$ cat src/rtl/hmi_pkg.sv
// hmi_pkg: shared types and constants for the HMI I/O controller.
// Holds the core I/O op encodings, the controller FSM states and the
// active-low hex-to-seven-segment table (bit 0 = segment a ... bit 6 = g).
package hmi_pkg;

  typedef enum logic [1:0] {
    IO_NONE = 2'b00,
    IO_IN   = 2'b01,
    IO_OUT  = 2'b10,
    IO_RSVD = 2'b11
  } io_op_e;

  typedef enum logic [1:0] {
    IDLE         = 2'b00,
    WAIT_RELEASE = 2'b01,
    WAIT_PRESS   = 2'b10,
    DONE         = 2'b11
  } state_e;

  // Pattern that turns every segment of a digit off.
  localparam logic [6:0] SSEG_BLANK = 7'h7F;

  // Sixteen 7-bit patterns packed with digit 0 in the least significant slot.
  localparam logic [16*7-1:0] HEX7_TABLE = {
    7'h0E, 7'h06, 7'h21, 7'h46,   // F E D C
    7'h03, 7'h08, 7'h10, 7'h00,   // B A 9 8
    7'h78, 7'h02, 7'h12, 7'h19,   // 7 6 5 4
    7'h30, 7'h24, 7'h79, 7'h40    // 3 2 1 0
  };

  function automatic logic [6:0] hex7(input logic [3:0] nibble);
    return HEX7_TABLE[nibble*7 +: 7];
  endfunction

endpackage

$ cat src/rtl/hmi_io_controller_if.sv
// hmi_io_controller_if: request/response bundle between the core control
// unit (master) and the HMI I/O controller (slave).
interface hmi_io_controller_if #(
  parameter int DATA_WIDTH       = 32,
  parameter int NUM_OUT_CHANNELS = 4
);
  localparam int CH_W = $clog2(NUM_OUT_CHANNELS);

  logic                  io_valid;
  logic [1:0]            io_op;
  logic [CH_W-1:0]       io_channel;
  logic [DATA_WIDTH-1:0] out_data;
  logic [DATA_WIDTH-1:0] in_data;
  logic                  io_done;
  logic                  stall;

  modport master (
    output io_valid, io_op, io_channel, out_data,
    input  in_data, io_done, stall
  );

  modport slave (
    input  io_valid, io_op, io_channel, out_data,
    output in_data, io_done, stall
  );
endinterface

$ cat src/rtl/hmi_debouncer.sv
// hmi_debouncer: two-flop synchroniser plus stability counter for an
// active-low push button. The debounced level only moves after
// DEBOUNCE_CYCLES consecutive samples disagree with it, and a one-cycle
// press pulse marks each released->pressed change.
module hmi_debouncer #(
  parameter int DEBOUNCE_CYCLES = 50000
) (
  input  logic clock,
  input  logic reset,
  input  logic button_n,
  output logic pressed,
  output logic press_pulse
);

  localparam int CNT_W = $clog2(DEBOUNCE_CYCLES + 1);
  localparam logic [CNT_W-1:0] CNT_LAST = CNT_W'(DEBOUNCE_CYCLES - 1);

  logic             sync_meta;
  logic             sync_q;
  logic             sample;
  logic [CNT_W-1:0] stable_cnt;

  assign sample = ~sync_q;

  // Synchronise the raw button; reset to the released (high) level.
  always_ff @(posedge clock or negedge reset) begin
    if (!reset) begin
      sync_meta <= 1'b1;
      sync_q    <= 1'b1;
    end else begin
      sync_meta <= button_n;
      sync_q    <= sync_meta;
    end
  end

  // Count disagreeing samples; any agreeing sample restarts the count.
  always_ff @(posedge clock or negedge reset) begin
    if (!reset) begin
      stable_cnt  <= '0;
      pressed     <= 1'b0;
      press_pulse <= 1'b0;
    end else begin
      press_pulse <= 1'b0;
      if (sample == pressed) begin
        stable_cnt <= '0;
      end else if (stable_cnt == CNT_LAST) begin
        stable_cnt  <= '0;
        pressed     <= sample;
        press_pulse <= sample;
      end else begin
        stable_cnt <= stable_cnt + 1'b1;
      end
    end
  end

endmodule

$ cat src/rtl/hmi_io_controller.sv
// hmi_io_controller: services core I/O requests against the board pins.
// Input ops stall the core until the operator confirms the switch value
// with a fresh debounced press; output ops latch into channel registers
// that drive the red LEDs (channel 1) and the hex display (display_sel).
// Build option: define HMI_BLANK_LEADING_ZEROS_EN to blank leading zero
// digits on the display (digit 0 always lit).
module hmi_io_controller
  import hmi_pkg::*;
#(
  parameter int IO_WIDTH         = 16,
  parameter int DATA_WIDTH       = 32,
  parameter int FLAG_COUNT       = 5,
  parameter int DISPLAY_DIGITS   = 8,
  parameter int NUM_OUT_CHANNELS = 4,
  parameter int DEBOUNCE_CYCLES  = 50000,
  localparam int CH_W            = $clog2(NUM_OUT_CHANNELS)
) (
  input  logic                        clock,
  input  logic                        reset,
  hmi_io_controller_if.slave          bus,
  input  logic                        confirm_n,
  input  logic [IO_WIDTH-1:0]         sw,
  input  logic [CH_W-1:0]             display_sel,
  input  logic [FLAG_COUNT-1:0]       flags,
  output logic [IO_WIDTH-1:0]         rled,
  output logic [FLAG_COUNT-1:0]       gled,
  output logic [7*DISPLAY_DIGITS-1:0] sseg
);

  localparam int PAD_W    = 4 * DISPLAY_DIGITS;
  localparam int NIB_BITS = 4 * (DATA_WIDTH / 4);

  state_e                state;
  logic                  stall_q;
  logic                  done_q;
  logic [DATA_WIDTH-1:0] in_data_q;
  logic [DATA_WIDTH-1:0] chan [NUM_OUT_CHANNELS];
  logic [FLAG_COUNT-1:0] gled_q;
  logic [IO_WIDTH-1:0]   sw_meta;
  logic [IO_WIDTH-1:0]   sw_sync;
  logic                  pressed;
  logic                  press_pulse;
  logic                  req_in;
  logic [CH_W:0]         wr_idx;
  logic [CH_W:0]         rd_idx;
  logic [DATA_WIDTH-1:0] disp;
  logic [PAD_W-1:0]      padded;

  hmi_debouncer #(
    .DEBOUNCE_CYCLES(DEBOUNCE_CYCLES)
  ) u_debouncer (
    .clock      (clock),
    .reset      (reset),
    .button_n   (confirm_n),
    .pressed    (pressed),
    .press_pulse(press_pulse)
  );

  // Stall must rise in the request cycle itself, before the FSM registers it.
  assign req_in      = (state == IDLE) && bus.io_valid && (io_op_e'(bus.io_op) == IO_IN);
  assign bus.stall   = stall_q | req_in;
  assign bus.io_done = done_q;
  assign bus.in_data = in_data_q;
  assign gled        = gled_q;
  assign rled        = chan[1][IO_WIDTH-1:0];

  // Extra top bit lets out-of-range indices simply match no channel.
  assign wr_idx = {1'b0, bus.io_channel};
  assign rd_idx = {1'b0, display_sel};

  // Synchronise the switches so the captured value is a clean sample.
  always_ff @(posedge clock or negedge reset) begin
    if (!reset) begin
      sw_meta <= '0;
      sw_sync <= '0;
    end else begin
      sw_meta <= sw;
      sw_sync <= sw_meta;
    end
  end

  // Request FSM: output/none/reserved ops finish in one cycle, input ops wait for the operator.
  always_ff @(posedge clock or negedge reset) begin
    if (!reset) begin
      state     <= IDLE;
      stall_q   <= 1'b0;
      done_q    <= 1'b0;
      in_data_q <= '0;
      for (int i = 0; i < NUM_OUT_CHANNELS; i++) chan[i] <= '0;
    end else begin
      done_q <= 1'b0;
      case (state)
        IDLE: begin
          if (bus.io_valid) begin
            case (io_op_e'(bus.io_op))
              IO_IN: begin
                stall_q <= 1'b1;
                state   <= pressed ? WAIT_RELEASE : WAIT_PRESS;
              end
              IO_OUT: begin
                for (int i = 0; i < NUM_OUT_CHANNELS; i++) begin
                  if (wr_idx == (CH_W+1)'(i)) chan[i] <= bus.out_data;
                end
                done_q <= 1'b1;
              end
              default: done_q <= 1'b1;
            endcase
          end
        end
        WAIT_RELEASE: begin
          if (!pressed) state <= WAIT_PRESS;
        end
        WAIT_PRESS: begin
          if (press_pulse) begin
            in_data_q <= DATA_WIDTH'(sw_sync);
            stall_q   <= 1'b0;
            done_q    <= 1'b1;
            state     <= DONE;
          end
        end
        DONE:    state <= IDLE;
        default: state <= IDLE;
      endcase
    end
  end

  // Flags are only retimed to the green LEDs.
  always_ff @(posedge clock or negedge reset) begin
    if (!reset) gled_q <= '0;
    else        gled_q <= flags;
  end

  // Pick the displayed channel; unknown selections show zero.
  always_comb begin
    disp = '0;
    for (int i = 0; i < NUM_OUT_CHANNELS; i++) begin
      if (rd_idx == (CH_W+1)'(i)) disp = chan[i];
    end
  end

  // Align the value to the digit bank, zeroing digits past the data width.
  always_comb begin
    padded = '0;
    for (int i = 0; i < PAD_W; i++) begin
      if (i < NIB_BITS) padded[i] = disp[i];
    end
  end

  // Decode each nibble, scanning from the top so leading zeros can be blanked.
  always_comb begin
    logic lit;
    sseg = '1;
    lit  = 1'b0;
    for (int d = DISPLAY_DIGITS - 1; d >= 0; d--) begin
`ifdef HMI_BLANK_LEADING_ZEROS_EN
      if ((padded[4*d +: 4] != 4'h0) || (d == 0)) lit = 1'b1;
      sseg[7*d +: 7] = lit ? hex7(padded[4*d +: 4]) : SSEG_BLANK;
`else
      lit = 1'b1;
      sseg[7*d +: 7] = hex7(padded[4*d +: 4]);
`endif
    end
  end

endmodule

$ cat src/flat_wrapper.sv
// flat-port wrapper written by rule: the top's interface ports become plain ports
module hmi_io_controller_flat import hmi_pkg::*;
#(
  parameter int IO_WIDTH         = 16,
  parameter int DATA_WIDTH       = 32,
  parameter int FLAG_COUNT       = 5,
  parameter int DISPLAY_DIGITS   = 8,
  parameter int NUM_OUT_CHANNELS = 4,
  parameter int DEBOUNCE_CYCLES  = 50000,
  localparam int CH_W            = $clog2(NUM_OUT_CHANNELS)
)
  (clock, reset, confirm_n, sw, display_sel, flags, rled, gled, sseg, bus_io_valid, bus_io_op, bus_io_channel, bus_out_data, bus_in_data, bus_io_done, bus_stall);
  hmi_io_controller_if #(.DATA_WIDTH(DATA_WIDTH), .NUM_OUT_CHANNELS(NUM_OUT_CHANNELS)) bus_i ();
  input  logic clock;
  input  logic reset;
  input  logic confirm_n;
  input  logic [IO_WIDTH-1:0] sw;
  input  logic [CH_W-1:0] display_sel;
  input  logic [FLAG_COUNT-1:0] flags;
  output logic [IO_WIDTH-1:0] rled;
  output logic [FLAG_COUNT-1:0] gled;
  output logic [7*DISPLAY_DIGITS-1:0] sseg;
  input wire logic [$bits(bus_i.io_valid)-1:0] bus_io_valid;
  input wire logic [$bits(bus_i.io_op)-1:0] bus_io_op;
  input wire logic [$bits(bus_i.io_channel)-1:0] bus_io_channel;
  input wire logic [$bits(bus_i.out_data)-1:0] bus_out_data;
  output wire logic [$bits(bus_i.in_data)-1:0] bus_in_data;
  output wire logic [$bits(bus_i.io_done)-1:0] bus_io_done;
  output wire logic [$bits(bus_i.stall)-1:0] bus_stall;
  assign bus_i.io_valid = bus_io_valid;
  assign bus_i.io_op = bus_io_op;
  assign bus_i.io_channel = bus_io_channel;
  assign bus_i.out_data = bus_out_data;
  assign bus_in_data = bus_i.in_data;
  assign bus_io_done = bus_i.io_done;
  assign bus_stall = bus_i.stall;
  hmi_io_controller #(.IO_WIDTH(IO_WIDTH), .DATA_WIDTH(DATA_WIDTH), .FLAG_COUNT(FLAG_COUNT), .DISPLAY_DIGITS(DISPLAY_DIGITS), .NUM_OUT_CHANNELS(NUM_OUT_CHANNELS), .DEBOUNCE_CYCLES(DEBOUNCE_CYCLES)) u_core (.clock(clock), .reset(reset), .bus(bus_i), .confirm_n(confirm_n), .sw(sw), .display_sel(display_sel), .flags(flags), .rled(rled), .gled(gled), .sseg(sseg));
endmodule
$ cat config.mk
export PLATFORM = sky130hd
export DESIGN_NAME = hmi_io_controller_flat
export DESIGN_NICKNAME = d
export VERILOG_FILES = /design/src/rtl/hmi_pkg.sv /design/src/rtl/hmi_io_controller_if.sv /design/src/rtl/hmi_debouncer.sv /design/src/rtl/hmi_io_controller.sv /design/src/flat_wrapper.sv
export SDC_FILE = /design/constraint.sdc
export NUM_CORES = 1
export LEC_CHECK = 0
export ABC_AREA = 1
export BUFFER_PORTS_ARGS = -buffer_cell sky130_fd_sc_hd__buf_2
export CAP_MARGIN = 5
export CORE_MARGIN = 2
export CORE_UTILIZATION = 52
export DETAILED_ROUTE_END_ITERATION = 6
export PLACE_DENSITY_LB_ADDON = 0.1
export SETUP_SLACK_MARGIN = 0.02
export SLEW_MARGIN = 20
export SYNTH_ARGS = -nofsm -noshare
export SYNTH_HDL_FRONTEND = slang
export SYNTH_SLANG_ARGS = --single-unit
$ cat constraint.sdc
create_clock -name clock -period 3.08 [get_ports clock]
set_clock_uncertainty 0.2 [all_clocks]
set_input_delay 0.77 -clock clock [delete_from_list [all_inputs] [get_ports clock]]
set_output_delay 0.77 -clock clock [all_outputs]
set_load 0.02 [all_outputs]
# After elaboration in Yosys (flattened, before gate mapping)
# Cells that the tools add are included.
# op_classes
addsub,1
multipliers,8
n_eq_ne,17
shifts,8
muxes,22
n_bitwise,3
n_reduce_logical,14
# op_table
cell,count
112-bit by 8-bit variable part select with 7-bit output (first input constant),8
32-bit two-way mux,4
4-bit by 3-bit multiplier with 7-bit output (second input constant),8
16-bit two-way mux,2
4-bit AND reduction,6
16-bit by 1-bit adder with 16-bit output (second input constant),1
16-bit equality test (second input constant),1
2-bit equality test (second input constant),7
2-bit two-way mux,5
2-bit by 1-bit equality test with 1-bit output (second input constant),4
1-bit two-way mux,8
2-bit inequality test (second input constant),4
2-bit case mux with 4 select lines,1
3-bit logical NOT,2
1-bit case mux with 2 select lines,2
2-bit AND reduction,2
1-bit logical AND,2
2-bit logical NOT,1
1-bit NOT,2
2-bit nonzero test,1
1-bit equality test,1
1-bit OR,1
# word_totals
ff_bits,205
in_bits,63
out_inout_bits,111
wordCells,89

# Depth between registers and ports, before layout
# depth
depth_word,7
ltp_mapped,14
mapped_depth_nobuf,12

# By module
# From an unflattened synthesis, not the netlist that was laid out.
# hier_totals
cells_unflattened,1355
area_unflattened_um2,10826.6
# modules_own_cells
mod,n_inst,cells_each,area_each_um2,seq_area_each_um2
hmi_io_controller,1,1228,9815.7,4629.4
hmi_debouncer,1,127,1011.0,503.0

# Worst setup path before layout
# Ideal clock, no wire load.
# synth_path
kind,input -> output
startpoint,in display_sel[1]
endpoint,out sseg[10]
arrival_time_ns,2.407
required_ns,2.110
slack_ns,-0.297
cell_stages,11
n_path_buf,3
path_cell_list,buf_4 -> nor2_1 -> buf_4 -> buf_4 -> nand2_1 -> nand4_1 -> inv_2 -> ha_1 -> inv_1 -> nor2_1 -> o21ai_1
# synth_via
elab_chain_cells,7
word_cells_on_any_way,10
cone_classes,mul (1); eq/ne (3); shift (1); mux (4); reduce/logical (1)
# synth_rtl
item,line_no,source
start: declaration,flat_wrapper.sv:18,input logic [CH_W-1:0] display_sel;
3-bit logical NOT,hmi_io_controller.sv:137,if (rd_idx == (CH_W+1)'(i)) disp = chan[i];
32-bit two-way mux (3 in series),hmi_io_controller.sv:137,
32-bit two-way mux *,hmi_io_controller.sv:137,
4-bit by 3-bit multiplier with 7-bit output *,hmi_pkg.sv:32,return HEX7_TABLE[nibble*7 +: 7];
112-bit by 8-bit variable part select with 7-bit output *,hmi_pkg.sv:32,
end: declaration,flat_wrapper.sv:22,output logic [7*DISPLAY_DIGITS-1:0] sseg;
# Every way passes the cells marked *; elsewhere a longest branch is shown, timed or not.

# Worst setup path after layout
# layout_path
startpoint,in display_sel[1]
endpoint,out sseg[31]
# Same word-level chain as after synthesis.

==> results.json <==
{
  "postPlaceCellArea_um2": 12410,
  "synth_flop_cell": "dfrtp_1",
  "core_area_um2": 20230,
  "p_leak_nw": 7.737,
  "p_clk_frac": 0.431,
  "hpwl_mm": 17.54,
  "drcViolationCount": 2,
  "final_max_slew_viol_count": 0,
  "num_vias": 9961,
  "grt_setup_unrepaired": "true",
  "cts.sinks": 205,
  "rrSetupSlack_ps": 1010,
  "grt_pass1_vias": 9286,
  "path_cells": "buf_12, buf_4, o21ai_1, nand3_4, and2b_2, ha_4, nand3_4, nand3_1, and2_4, buf_2",
  "cts_tree": "built",
  "status": "finished with violations",
  "antenna_left": 0,
  "placement.io_buffers": 157,
  "violations": "DRC, setup timing",
  "crit_arrival_ps": 2400,
  "intPower_w": 0.004669,
  "cp_slowest_cell": "o21ai_1",
  "syn_to_final_growth_pct": 42.41,
  "p_seq_frac": 0.434,
  "slew_headroom": 0.5224,
  "finalCritPeriodShare": 1.095,
  "regToRegStartpoint": "u_core.state[0]",
  "insertion_delay_ps": 520,
  "power_density_nw_per_um2": 412.8,
  "ys_seq_elements": 205,
  "numCtsBuffers": 23,
  "post_drt_wl_per_cell_um": 15.96,
  "crit_fanout": 6,
  "cts.reportedPaths.clkPinSlew_ps": 60,
  "fmax_mhz": 296.6,
  "whs_ps": 55.37,
  "clockRootBuffer": "clkbuf_16",
  "die_height_um": 147.5,
  "ys_types": 36,
  "max_cap_viol_count": 0,
  "crit_required_ps": 2110,
  "design_area_um2": 15250,
  "place_congestion": 0.8402,
  "dieArea_um2": 21750,
  "grt_max_degree": 72,
  "hold_class": "primary input to async pin",
  "die_x_um": 147.5,
  "path_common_cell": "nand3_4",
  "rr_worst_depth": 6,
  "clockBufferDepth": 3,
  "postSynthCellCount": 1324,
  "rr_endpoint": "u_core.chan[12]",
  "endpoint_kind": "output pin",
  "setup_ws_ps": -291.9,
  "power.switching_w": 0.001625,
  "row_count": 52,
  "switching_share": 0.2582,
  "via_per_inst": 5.313,
  "synth_edf_count": 0,
  "cp-startpoint": "display_sel[1]",
  "antenna_cells": 0,
  "yosysWarnings": 0,
  "dr.pass1.iters": 7,
  "ctsHtreeMaxLevel": 1,
  "drive_above_1_share": 0.3844,
  "worstSetupPathType": "primary input to output pin",
  "ir_drop_mv": 0.6407,
  "worstMarginPinSlew_ps": 714.7,
  "start_util": 0.5291,
  "drtIter0Drc": 707,
  "pwr-share-comb": 0.135,
  "period_needed_ps": 3372,
  "fin_util": 0.7535,
  "setup_violations": 56,
  "critPathCapture": "sseg[31]",
  "grt_pass1_wl_mm": 44.59,
  "ios": 174,
  "drt-total-wl_mm": 29.92,
  "ys_seq_area_frac": 0.4794,
  "cp-start-kind": "primary input",
  "nNetsFinal": 1709,
  "grt_overflow": 0,
  "antenna_found_initial": 0,
  "syn_area_um2": 10710,
  "grt_usage": 0.2488,
  "async_flop_share": 1.000,
  "hold_viol": 0,
  "max_stage_delay_ps": 280,
  "syn_avg_cell_area_um2": 8.086
}
timing repair:
action | CTS | global route
hold buffers | 0 | 0
gates resized for setup | 160 | 272
buffers inserted | 23 | 19
cloned | 2 | 3
pin swaps | 20 | 92
setup endpoints to repair | 56 | 56
per-layer routing:
| layer | track usage | vias up | part of all wire |
|---|---|---|---|
| met5 | 0 | - | 0 |
| met4 | 0.05240 | 0 | 0.024 |
| met3 | 0.03889 | 65 | 0.058 |
| met2 | 0.4185 | 360 | 0.48 |
| met1 | 0.3455 | 4796 | 0.43 |
| li1 | - | 4740 | - |
Yosys cell counts, types with 4 or more instances:
cell | n | area share
or2_1 | 7 | 0.0041
buf_4 | 37 | 0.026
o21ai_1 | 36 | 0.017
nor3_1 | 9 | 0.0042
xor2_1 | 4 | 0.0033
inv_1 | 105 | 0.037
nand4_1 | 14 | 0.0082
inv_2 | 15 | 0.0053
nand3_1 | 110 | 0.051
a21oi_1 | 5 | 0.0023
nand2_1 | 439 | 0.15
buf_2 | 7 | 0.0033
dfrtp_1 | 203 | 0.47
o21ai_0 | 143 | 0.067
or2_2 | 6 | 0.0035
clkbuf_1 | 29 | 0.010
ha_1 | 57 | 0.067
mux2_2 | 16 | 0.017
nand2_2 | 5 | 0.0029
nor2_1 | 48 | 0.017
stage by stage:
step	instances	TNS (ps)	worst slack, ps	power (W)
global placement	1788	-15510	-359.0	0.003374
floorplan	1339	-38.81	-30.35	0.003110
finish	1875	-10000	-291.9	0.006294
global route	1875	-14400	-404.4	0.006517
CTS	1854	-6012	-220.1	0.006172
detailed placement	1788	-17430	-402.8	0.003380
flip-flops by register name, indices dropped and copies added, names as in the netlist:
register                        flops
u_core.u_debouncer.sync_q           1
u_core.u_debouncer.press_pulse      1
u_core.sw_meta                     16
u_core.chan                       112
u_core.u_debouncer.pressed          1
u_core.bus.io_done                  1
u_core.rled                        16
u_core.bus.in_data                 16
u_core.gled                         5
u_core.state                        2
u_core.sw_sync                     16
u_core.u_debouncer.stable_cnt      16
u_core.u_debouncer.sync_meta        1
u_core.stall_q                      1
worst min-delay path by stage:
stage / from / depth (start not counted) / end
detailed placement: u_core.sw_meta[11] / 0 / u_core.sw_sync[11]
floorplan: u_core.sw_meta[0] / 0 / u_core.sw_sync[0]
global route: reset / 1 / u_core.bus.in_data[10]
finish: reset / 1 / u_core.sw_meta[3]
CTS: reset / 1 / u_core.sw_meta[6]
global placement: u_core.sw_meta[12] / 0 / u_core.sw_sync[12]
critical path, delay by kind of cell:
family	cells	cell delay, ps
AO/OA/AOI/OAI	1	280
adder cells (fa/ha/maj)	1	180
buffers and inverters	3	430
AND/OR/NAND/NOR	5	730
cells by family (layout without fill, tap and decap cells):
group                    after synthesis  in the layout  share of synthesized area
AND/OR/NAND/NOR                      655            658                     0.2589
flip-flops                           205            205                     0.4794
buffers and inverters                194            457                    0.08251
AO/OA/AOI/OAI                        190            190                    0.09046
adder cells (fa/ha/maj)               57             57                    0.06662
multiplexers                          16             16                    0.01683
XOR/XNOR                               6              6                   0.004909
other                                  1             16                  0.0003503
cells in the final DEF, fill, tap and decap left out, drive strengths merged, types with 3 or more instances in the layout:
cell,synthesis,layout
buf,45,293
inv,120,121
mux2,16,16
xor2,4,4
nor3b,3,3
a21oi,5,5
nand3b,3,3
clkinv,0,6
clkinvlp,0,3
nor3,11,11
nor2,50,50
nand4,17,17
conb,1,16
clkbuf,29,33
o21ai,182,182
nand3,110,110
or2,14,14
ha,57,57
dfrtp,203,203
nand2,444,447
power groups by stage:
stage          sequential [W]  clock, W  combinational, W
2_1_floorplan         0.00278         0          0.000326
3_3_place_gp          0.00278         0          0.000595
3_5_place_dp          0.00278         0          0.000599
4_1_cts               0.00273   0.00275          0.000688
5_1_grt               0.00273   0.00287          0.000911
6_report              0.00273   0.00272          0.000847
area by class of cell:
type | instances | area (um^2)
clock inverter | 11 | 110.1
inverter | 120 | 493.0
timing repair buffer | 296 | 2467
tap | 270 | 337.8
fill | 1397 | 4989
multi-input combinational | 943 | 6053
clock buffer | 30 | 651.9
sequential | 205 | 5132
(Power assumes the default switching activity.)
